===== src/rtl/gonso_stepper_pkg.sv =====
// Shared constants for the gonso stepper sequencer: register map, CTRL bit
// positions, sequencer state encoding and the coil phase table.
package gonso_stepper_pkg;

  localparam logic [1:0] OFF_CTRL   = 2'd0;
  localparam logic [1:0] OFF_STEPS  = 2'd1;
  localparam logic [1:0] OFF_PERIOD = 2'd2;
  localparam logic [1:0] OFF_STATUS = 2'd3;

  localparam int CTRL_START = 0;
  localparam int CTRL_DIR   = 1;
  localparam int CTRL_HALF  = 2;
  localparam int CTRL_ABORT = 3;
  localparam int CTRL_HOLD  = 4;

  typedef enum logic {IDLE = 1'b0, RUN = 1'b1} seq_state_e;

  // Odd entries energise two coils, even entries one coil.
  localparam logic [7:0][3:0] PHASE_TBL = {
    4'b1001, 4'b1000, 4'b1100, 4'b0100,
    4'b0110, 4'b0010, 4'b0011, 4'b0001
  };

  function automatic logic [3:0] phase(input logic [2:0] idx);
    return PHASE_TBL[idx];
  endfunction

endpackage


===== src/rtl/gonso_stepper_ctrl_if.sv =====
// Wishbone slave bundle shared by the gonso core and the stepper register window.
interface gonso_stepper_ctrl_if;
  logic        wbs_cyc_i;
  logic        wbs_stb_i;
  logic        wbs_we_i;
  logic [3:0]  wbs_sel_i;
  logic [31:0] wishbone_address;
  logic [31:0] wbs_dat_i;
  logic [31:0] wbs_dat_o;
  logic        wbs_ack_o;

  modport master (
    output wbs_cyc_i, wbs_stb_i, wbs_we_i, wbs_sel_i, wishbone_address, wbs_dat_i,
    input  wbs_dat_o, wbs_ack_o
  );

  modport slave (
    input  wbs_cyc_i, wbs_stb_i, wbs_we_i, wbs_sel_i, wishbone_address, wbs_dat_i,
    output wbs_dat_o, wbs_ack_o
  );
endinterface


===== src/rtl/gonso_stepper_seq.sv =====
// Step sequencer: period countdown, remaining-step counter, phase index, sticky
// completion flags and the registered coil drive.
module gonso_stepper_seq
  import gonso_stepper_pkg::*;
#(
  parameter int CNT_W = 16
) (
  input  logic             clk,
  input  logic             rst_n,
  input  logic             start_i,
  input  logic             abort_i,
  input  logic             clr_i,
  input  logic             dir_i,
  input  logic             half_i,
  input  logic             hold_i,
  input  logic [CNT_W-1:0] steps_i,
  input  logic [CNT_W-1:0] period_i,
  output logic             busy_o,
  output logic             done_o,
  output logic             aborted_o,
  output logic [CNT_W-1:0] remaining_o,
  output logic [3:0]       motor_o
);

  seq_state_e       state_q, state_d;
  logic [CNT_W-1:0] pcnt_q, pcnt_d, rem_q, rem_d, period_eff;
  logic [2:0]       idx_q, idx_d, delta;
  logic             done_q, done_d, aborted_q, aborted_d;
  logic [3:0]       motor_q, motor_d;

  // PERIOD is sampled at every reload so a busy-time write lands on the next step.
  assign period_eff = (period_i == '0) ? CNT_W'(1) : period_i;
  assign delta      = half_i ? 3'd1 : 3'd2;

  always_comb begin
    state_d   = state_q;
    pcnt_d    = pcnt_q;
    rem_d     = rem_q;
    idx_d     = idx_q;
    done_d    = done_q & ~clr_i;
    aborted_d = aborted_q & ~clr_i;
    if (state_q == IDLE) begin
      if (start_i && !abort_i) begin
        if (steps_i == '0) begin
          done_d = 1'b1;
        end else begin
          state_d = RUN;
          rem_d   = steps_i;
          pcnt_d  = period_eff;
          if (!half_i) idx_d = idx_q | 3'd1;
        end
      end
    end else begin
      if (abort_i) begin
        state_d   = IDLE;
        aborted_d = 1'b1;
      end else if (pcnt_q == CNT_W'(1)) begin
        idx_d  = dir_i ? idx_q + delta : idx_q - delta;
        rem_d  = rem_q - CNT_W'(1);
        pcnt_d = period_eff;
        if (rem_q == CNT_W'(1)) begin
          state_d = IDLE;
          done_d  = 1'b1;
        end
      end else begin
        pcnt_d = pcnt_q - CNT_W'(1);
      end
    end
    motor_d = (state_d == RUN || hold_i) ? phase(idx_d) : 4'b0000;
  end

  always_ff @(posedge clk or negedge rst_n) begin
    if (!rst_n) begin
      state_q   <= IDLE;
      pcnt_q    <= '0;
      rem_q     <= '0;
      idx_q     <= '0;
      done_q    <= 1'b0;
      aborted_q <= 1'b0;
      motor_q   <= 4'b0000;
    end else begin
      state_q   <= state_d;
      pcnt_q    <= pcnt_d;
      rem_q     <= rem_d;
      idx_q     <= idx_d;
      done_q    <= done_d;
      aborted_q <= aborted_d;
      motor_q   <= motor_d;
    end
  end

  assign busy_o      = (state_q == RUN);
  assign done_o      = done_q;
  assign aborted_o   = aborted_q;
  assign remaining_o = rem_q;
  assign motor_o     = motor_q;

endmodule


===== src/rtl/gonso_stepper_ctrl.sv =====
// Wishbone register window (CTRL/STEPS/PERIOD/STATUS) for the gonso stepper
// driver; the step sequencing itself lives in gonso_stepper_seq.
module gonso_stepper_ctrl
  import gonso_stepper_pkg::*;
#(
  parameter logic [31:0]      BASE_ADDR  = 32'h3000_0100,
  parameter int               CNT_W      = 16,
  parameter logic [CNT_W-1:0] PERIOD_RST = CNT_W'(1000)
) (
  input  logic                 clk,
  input  logic                 rst_n,
  gonso_stepper_ctrl_if.slave  wb,
  output logic [3:0]           motor_out,
  output logic                 busy,
  output logic                 irq_done
);

  logic             hit, acc, wr, rd;
  logic [1:0]       off;
  logic             ack_q;
  logic [31:0]      dat_q, rdata;
  logic             dir_q, half_q, hold_q, dir_d, half_d, hold_d;
  logic [CNT_W-1:0] steps_q, steps_d, period_q, period_d, remaining;
  logic             start, abort, clr, done, aborted;
  logic             unused_ok;

  assign hit = wb.wbs_cyc_i & wb.wbs_stb_i & (wb.wishbone_address[31:4] == BASE_ADDR[31:4]);
  // Blocking a back-to-back ack makes every access exactly two cycles.
  assign acc = hit & ~ack_q;
  assign wr  = acc & wb.wbs_we_i;
  assign rd  = acc & ~wb.wbs_we_i;
  assign off = wb.wishbone_address[3:2];

  assign start = wr && off == OFF_CTRL && wb.wbs_dat_i[CTRL_START];
  assign abort = wr && off == OFF_CTRL && wb.wbs_dat_i[CTRL_ABORT];
  assign clr   = rd && off == OFF_STATUS;

  always_comb begin
    dir_d    = dir_q;
    half_d   = half_q;
    hold_d   = hold_q;
    steps_d  = steps_q;
    period_d = period_q;
    if (wr) begin
      case (off)
        OFF_CTRL: begin
          dir_d  = wb.wbs_dat_i[CTRL_DIR];
          half_d = wb.wbs_dat_i[CTRL_HALF];
          hold_d = wb.wbs_dat_i[CTRL_HOLD];
        end
        OFF_STEPS:  if (!busy) steps_d = wb.wbs_dat_i[CNT_W-1:0];
        OFF_PERIOD: period_d = wb.wbs_dat_i[CNT_W-1:0];
        default: ;
      endcase
    end
  end

  always_comb begin
    rdata = '0;
    case (off)
      OFF_CTRL: begin
        rdata[CTRL_DIR]  = dir_q;
        rdata[CTRL_HALF] = half_q;
        rdata[CTRL_HOLD] = hold_q;
      end
      OFF_STEPS:  rdata = 32'(steps_q);
      OFF_PERIOD: rdata = 32'(period_q);
      default:    rdata = {16'(remaining), 13'd0, aborted, done, busy};
    endcase
  end

  always_ff @(posedge clk or negedge rst_n) begin
    if (!rst_n) begin
      ack_q    <= 1'b0;
      dat_q    <= '0;
      dir_q    <= 1'b0;
      half_q   <= 1'b0;
      hold_q   <= 1'b0;
      steps_q  <= '0;
      period_q <= PERIOD_RST;
    end else begin
      ack_q    <= acc;
      dat_q    <= rd ? rdata : '0;
      dir_q    <= dir_d;
      half_q   <= half_d;
      hold_q   <= hold_d;
      steps_q  <= steps_d;
      period_q <= period_d;
    end
  end

  // The sequencer sees the CTRL value being written so START picks up DIR/HALF/HOLD
  // from the same access.
  gonso_stepper_seq #(.CNT_W(CNT_W)) u_seq (
    .clk         (clk),
    .rst_n       (rst_n),
    .start_i     (start),
    .abort_i     (abort),
    .clr_i       (clr),
    .dir_i       (dir_d),
    .half_i      (half_d),
    .hold_i      (hold_d),
    .steps_i     (steps_q),
    .period_i    (period_q),
    .busy_o      (busy),
    .done_o      (done),
    .aborted_o   (aborted),
    .remaining_o (remaining),
    .motor_o     (motor_out)
  );

  assign wb.wbs_ack_o = ack_q;
  assign wb.wbs_dat_o = dat_q;
  assign irq_done     = done;
  assign unused_ok    = ^{wb.wbs_sel_i, wb.wishbone_address[1:0], wb.wbs_dat_i};

endmodule


===== src/flat_wrapper.sv =====
// flat-port wrapper written by rule: the top's interface ports become plain ports
module gonso_stepper_ctrl_flat import gonso_stepper_pkg::*;
#(
  parameter logic [31:0]      BASE_ADDR  = 32'h3000_0100,
  parameter int               CNT_W      = 16,
  parameter logic [CNT_W-1:0] PERIOD_RST = CNT_W'(1000)
)
  (clk, rst_n, motor_out, busy, irq_done, wb_wbs_cyc_i, wb_wbs_stb_i, wb_wbs_we_i, wb_wbs_sel_i, wb_wishbone_address, wb_wbs_dat_i, wb_wbs_dat_o, wb_wbs_ack_o);
  gonso_stepper_ctrl_if wb_i ();
  input  logic clk;
  input  logic rst_n;
  output logic [3:0] motor_out;
  output logic busy;
  output logic irq_done;
  input wire logic [$bits(wb_i.wbs_cyc_i)-1:0] wb_wbs_cyc_i;
  input wire logic [$bits(wb_i.wbs_stb_i)-1:0] wb_wbs_stb_i;
  input wire logic [$bits(wb_i.wbs_we_i)-1:0] wb_wbs_we_i;
  input wire logic [$bits(wb_i.wbs_sel_i)-1:0] wb_wbs_sel_i;
  input wire logic [$bits(wb_i.wishbone_address)-1:0] wb_wishbone_address;
  input wire logic [$bits(wb_i.wbs_dat_i)-1:0] wb_wbs_dat_i;
  output wire logic [$bits(wb_i.wbs_dat_o)-1:0] wb_wbs_dat_o;
  output wire logic [$bits(wb_i.wbs_ack_o)-1:0] wb_wbs_ack_o;
  assign wb_i.wbs_cyc_i = wb_wbs_cyc_i;
  assign wb_i.wbs_stb_i = wb_wbs_stb_i;
  assign wb_i.wbs_we_i = wb_wbs_we_i;
  assign wb_i.wbs_sel_i = wb_wbs_sel_i;
  assign wb_i.wishbone_address = wb_wishbone_address;
  assign wb_i.wbs_dat_i = wb_wbs_dat_i;
  assign wb_wbs_dat_o = wb_i.wbs_dat_o;
  assign wb_wbs_ack_o = wb_i.wbs_ack_o;
  gonso_stepper_ctrl #(.BASE_ADDR(BASE_ADDR), .CNT_W(CNT_W), .PERIOD_RST(PERIOD_RST)) u_core (.clk(clk), .rst_n(rst_n), .wb(wb_i), .motor_out(motor_out), .busy(busy), .irq_done(irq_done));
endmodule

===== config.mk =====
export PLATFORM = sky130hd
export DESIGN_NAME = gonso_stepper_ctrl_flat
export DESIGN_NICKNAME = d
export VERILOG_FILES = /design/src/rtl/gonso_stepper_pkg.sv /design/src/rtl/gonso_stepper_ctrl_if.sv /design/src/rtl/gonso_stepper_seq.sv /design/src/rtl/gonso_stepper_ctrl.sv /design/src/flat_wrapper.sv
export SDC_FILE = /design/constraint.sdc
export NUM_CORES = 1
export LEC_CHECK = 0
export ABC_AREA = 1
export ABC_CLOCK_PERIOD_IN_PS = 3250
export CORE_ASPECT_RATIO = 1.5
export CORE_MARGIN = 3
export CORE_UTILIZATION = 53
export DETAILED_ROUTE_END_ITERATION = 6
export PLACE_DENSITY = 0.81
export SYNTH_ARGS = -nofsm -noshare
export SYNTH_HDL_FRONTEND = slang
export SYNTH_HIERARCHICAL = 1
export SYNTH_SLANG_ARGS = --single-unit

===== constraint.sdc =====
create_clock -name clk -period 3.25 [get_ports clk]
set_input_delay 0.65 -clock clk [delete_from_list [all_inputs] [get_ports clk]]
set_output_delay 0.65 -clock clk [all_outputs]
set_load 0.05 [all_outputs]

==> flow_metrics.tcl <==
set metrics [dict create \
    antenna_found_initial 0 \
    synth.distinct_cells 45 \
    crit_family "simple AND/OR/NAND/NOR gates" \
    r2r_slack_ns 0.76 \
    drc 0 \
    first_iter_violations 392 \
    grt_max_degree 102 \
    p_leak_nw 3.58 \
    maxCapViolCount 0 \
    viasPerCell 5.47 \
    numPortBuffers 89 \
    synth-seq-cells 110 \
    post-place-ws_ns -0.0313 \
    ctsRootBufferMaster "clkbuf_16" \
    grtUsageTotal_pct 24.1 \
    yosys_warnings 6 \
    rr_endpoint "u_core/u_seq/motor_o[0]$_DFF_PN0_" \
    syn_to_final_growth_pct 21.2 \
    fp.dieW_um 94.1 \
    wire_per_inst_um 15.2 \
    setup_viol 0 \
    tns_ns 0 \
    critPathSlowestCell "clkdlybuf4s50_1" \
    ctsHoldBuffers 0 \
    synth_top_area_share_pct 42.2 \
    cts_setup_buffers 0 \
    synth.cell_area_um2 6170 \
    postSynthNetCount 854 \
    ys.flop_type "dfrtp_1" \
    crit_required_ns 3.48 \
    ff2ff_path_depth 16 \
    start_util_pct 55.0 \
    final_antenna_net_count 0 \
    cp-end-kind "register" \
    critPathBufInv 4 \
    worst_slew_pin_slew_ns 0.522 \
    rows 47 \
    clock_latency_ns 0.35 \
    synth_area_leader_cell "dfrtp_1" \
    setup_ws_ns 0.327 \
    path_class "in2reg" \
    ir_drop_uv 283 \
    cts_max_path_buffers 2 \
    finalMaxSlewViolations 0 \
    status "finished clean" \
    avgSynthCellArea_um2 8.03 \
    rsz0062_at_grt "no" \
    cts_tree "yes" \
    max_stage_delay_ns 0.45 \
    fin_nets 936 \
    numCtsBuffers 9 \
    routed_wl_um 15200 \
    min_period_ns 2.92 \
    dieHeight_um 138 \
    core_um2 11200 \
    antennaDiodeCount 0 \
    hold_violations 0 \
    grt-ovfl-total 0 \
    skew_ns 0.00932 \
    worstReg2RegStart "u_core/wb.wbs_ack_o$_DFF_PN0_" \
    via_count 5487 \
    synthArstFlopShare_pct 100 \
    hold_class "in2async" \
    cp-start-kind "input pin" \
    firstDrtPassIters 6 \
    htreeDepth 3 \
    clk_pin_slew_ns 0.07 \
    ctsResizeCount 0 \
    arrival_ns 3.16 \
    crit_chain "clkdlybuf4s50_1 -> inv_1 -> nor2_1 -> nand2_1 -> nor2_1 -> nand2_1 -> nor2_8 -> nand4_1 -> nand2_1 -> ha_1 -> inv_1 -> fa_1 -> xor2_1 -> nand4_1 -> nand2_2 -> inv_1 -> nand3_1 -> o21ai_1" \
    yosysSeqAreaShare_pct 44.7 \
    final_layout_size_suffix_gt1_share_pct 10.4 \
    synth_edf_count 0 \
    num_io_pins 112 \
    finalCritPeriodShare_pct 89.9 \
    numClockSinks 110 \
    dp_hpwl_um 11300 \
    slew_headroom_pct 65.1 \
    fp.dieArea_um2 13000 \
    first_global_vias 5275 \
    power_density_nw_per_um2 369 \
    crit_fanout 5 \
    grt_pass1_wl_um 25200 \
    routabilityCongestion 0.938 \
    yosys-top-cells-area "dfrtp_1, nand2_1, nor2_1" \
    fmax_ghz 0.342 \
    synthCells 769 \
]
==> how the worst max path moves through the flow <==
stage / start / endpoint / cells after the start
2_1_floorplan: wb_wishbone_address[25] / u_core/u_seq/motor_o[0]$_DFF_PN0_ / 17
3_3_place_gp: wb_wishbone_address[8] / u_core/u_seq/motor_o[0]$_DFF_PN0_ / 18
3_5_place_dp: wb_wishbone_address[8] / u_core/u_seq/motor_o[0]$_DFF_PN0_ / 18
4_1_cts: wb_wishbone_address[8] / u_core/u_seq/motor_o[0]$_DFF_PN0_ / 18
5_1_grt: wb_wbs_stb_i / u_core/u_seq/motor_o[0]$_DFF_PN0_ / 18
6_report: wb_wishbone_address[8] / u_core/u_seq/motor_o[0]$_DFF_PN0_ / 18
==> flip-flops by register name, indices dropped and copies added, names as in the netlist <==
name,flops
u_core/period_q,16
u_core/dir_q,1
u_core/steps_q,16
u_core/u_seq/pcnt_q,16
u_core/wb.wbs_dat_o,32
u_core/u_seq/remaining_o,16
u_core/wb.wbs_ack_o,1
u_core/u_seq/done_o,1
u_core/u_seq/aborted_o,1
u_core/hold_q,1
u_core/u_seq/busy_o,1
u_core/u_seq/motor_o,4
u_core/u_seq/idx_q,3
u_core/half_q,1
==> Yosys cell counts (6+ instances only) <==
master and n:
a22o_1 14, nand3_1 35, dfrtp_1 104, a21oi_1 20
buf_2 10, inv_1 89, nand4_1 46, nor2_4 14
nor2_2 9, nor2_1 105, xor2_1 10, inv_2 6
dfstp_2 6, nand2_1 189, o21ai_0 24, ha_1 11
clkbuf_1 6, buf_6 8
==> layout by cell type (no fill, tap or decap), types with 9 or more instances in the layout <==
cell type        count
nand2_1            189
nor2_1             105
dfrtp_1            104
inv_1               89
clkdlybuf4s50_1     88
nand4_1             46
nand3_1             35
o21ai_0             24
a21oi_1             20
nor2_4              14
a22o_1              14
buf_4               11
ha_1                11
xor2_1              10
clkbuf_16            9
nor2_2               9
==> cells by family (layout without fill, tap and decap cells) <==
kind of cell	count (synthesis)	in the layout	synth area share (%)
DFF	110	110	44.7
adders and majority gates	12	12	2.55
AOI/OAI and AO/OA	89	89	9.59
buffers and inverters	125	212	9.18
and+or+nand+nor	422	422	32.4
xor gates and xnor gates	11	11	1.56
==> where the power goes <==
part,leakage (nW),internal (mW),switching [mW],total [mW]
Sequential,1.40,1.37,0.00000000513,1.37
Clock,0.166,0.756,0.498,1.25
Combinational,2.01,0.0660,0.0741,0.140
==> stage by stage <==
step | total power, mW | instance area (µm²) | std cells | utilization, % | hold WS, ns
floorplan | 1.43 | 6170 | 769 | - | 0.354
global placement | 1.53 | 7140 | 987 | 63.5 | 0.471
detailed placement | 1.54 | 7140 | 987 | 63.5 | 0.479
CTS | 2.79 | 7480 | 1003 | 66.6 | 0.118
global route | 2.85 | 7480 | 1003 | 66.6 | 0.124
finish | 2.76 | 7480 | 1003 | 66.6 | 0.127
==> routing by layer <==
layer	up-vias	wire [µm]	global-route usage, %
met5	-	0	0
met4	0	469	10.0
met3	40	719	2.93
met2	211	8440	43.9
met1	2591	5600	28.0
li1	2645	-	-
==> layout make-up <==
| class | instances | area [µm²] |
|---|---|---|
| multi-input cells | 534 | 2850 |
| well taps | 147 | 184 |
| inverters | 96 | 363 |
| repair buffers | 100 | 983 |
| fillers | 921 | 3750 |
| clock buffers | 9 | 225 |
| clock inverters | 7 | 120 |
| flip-flops and latches | 110 | 2760 |
No activity file was read; power rests on OpenSTA's default activity.
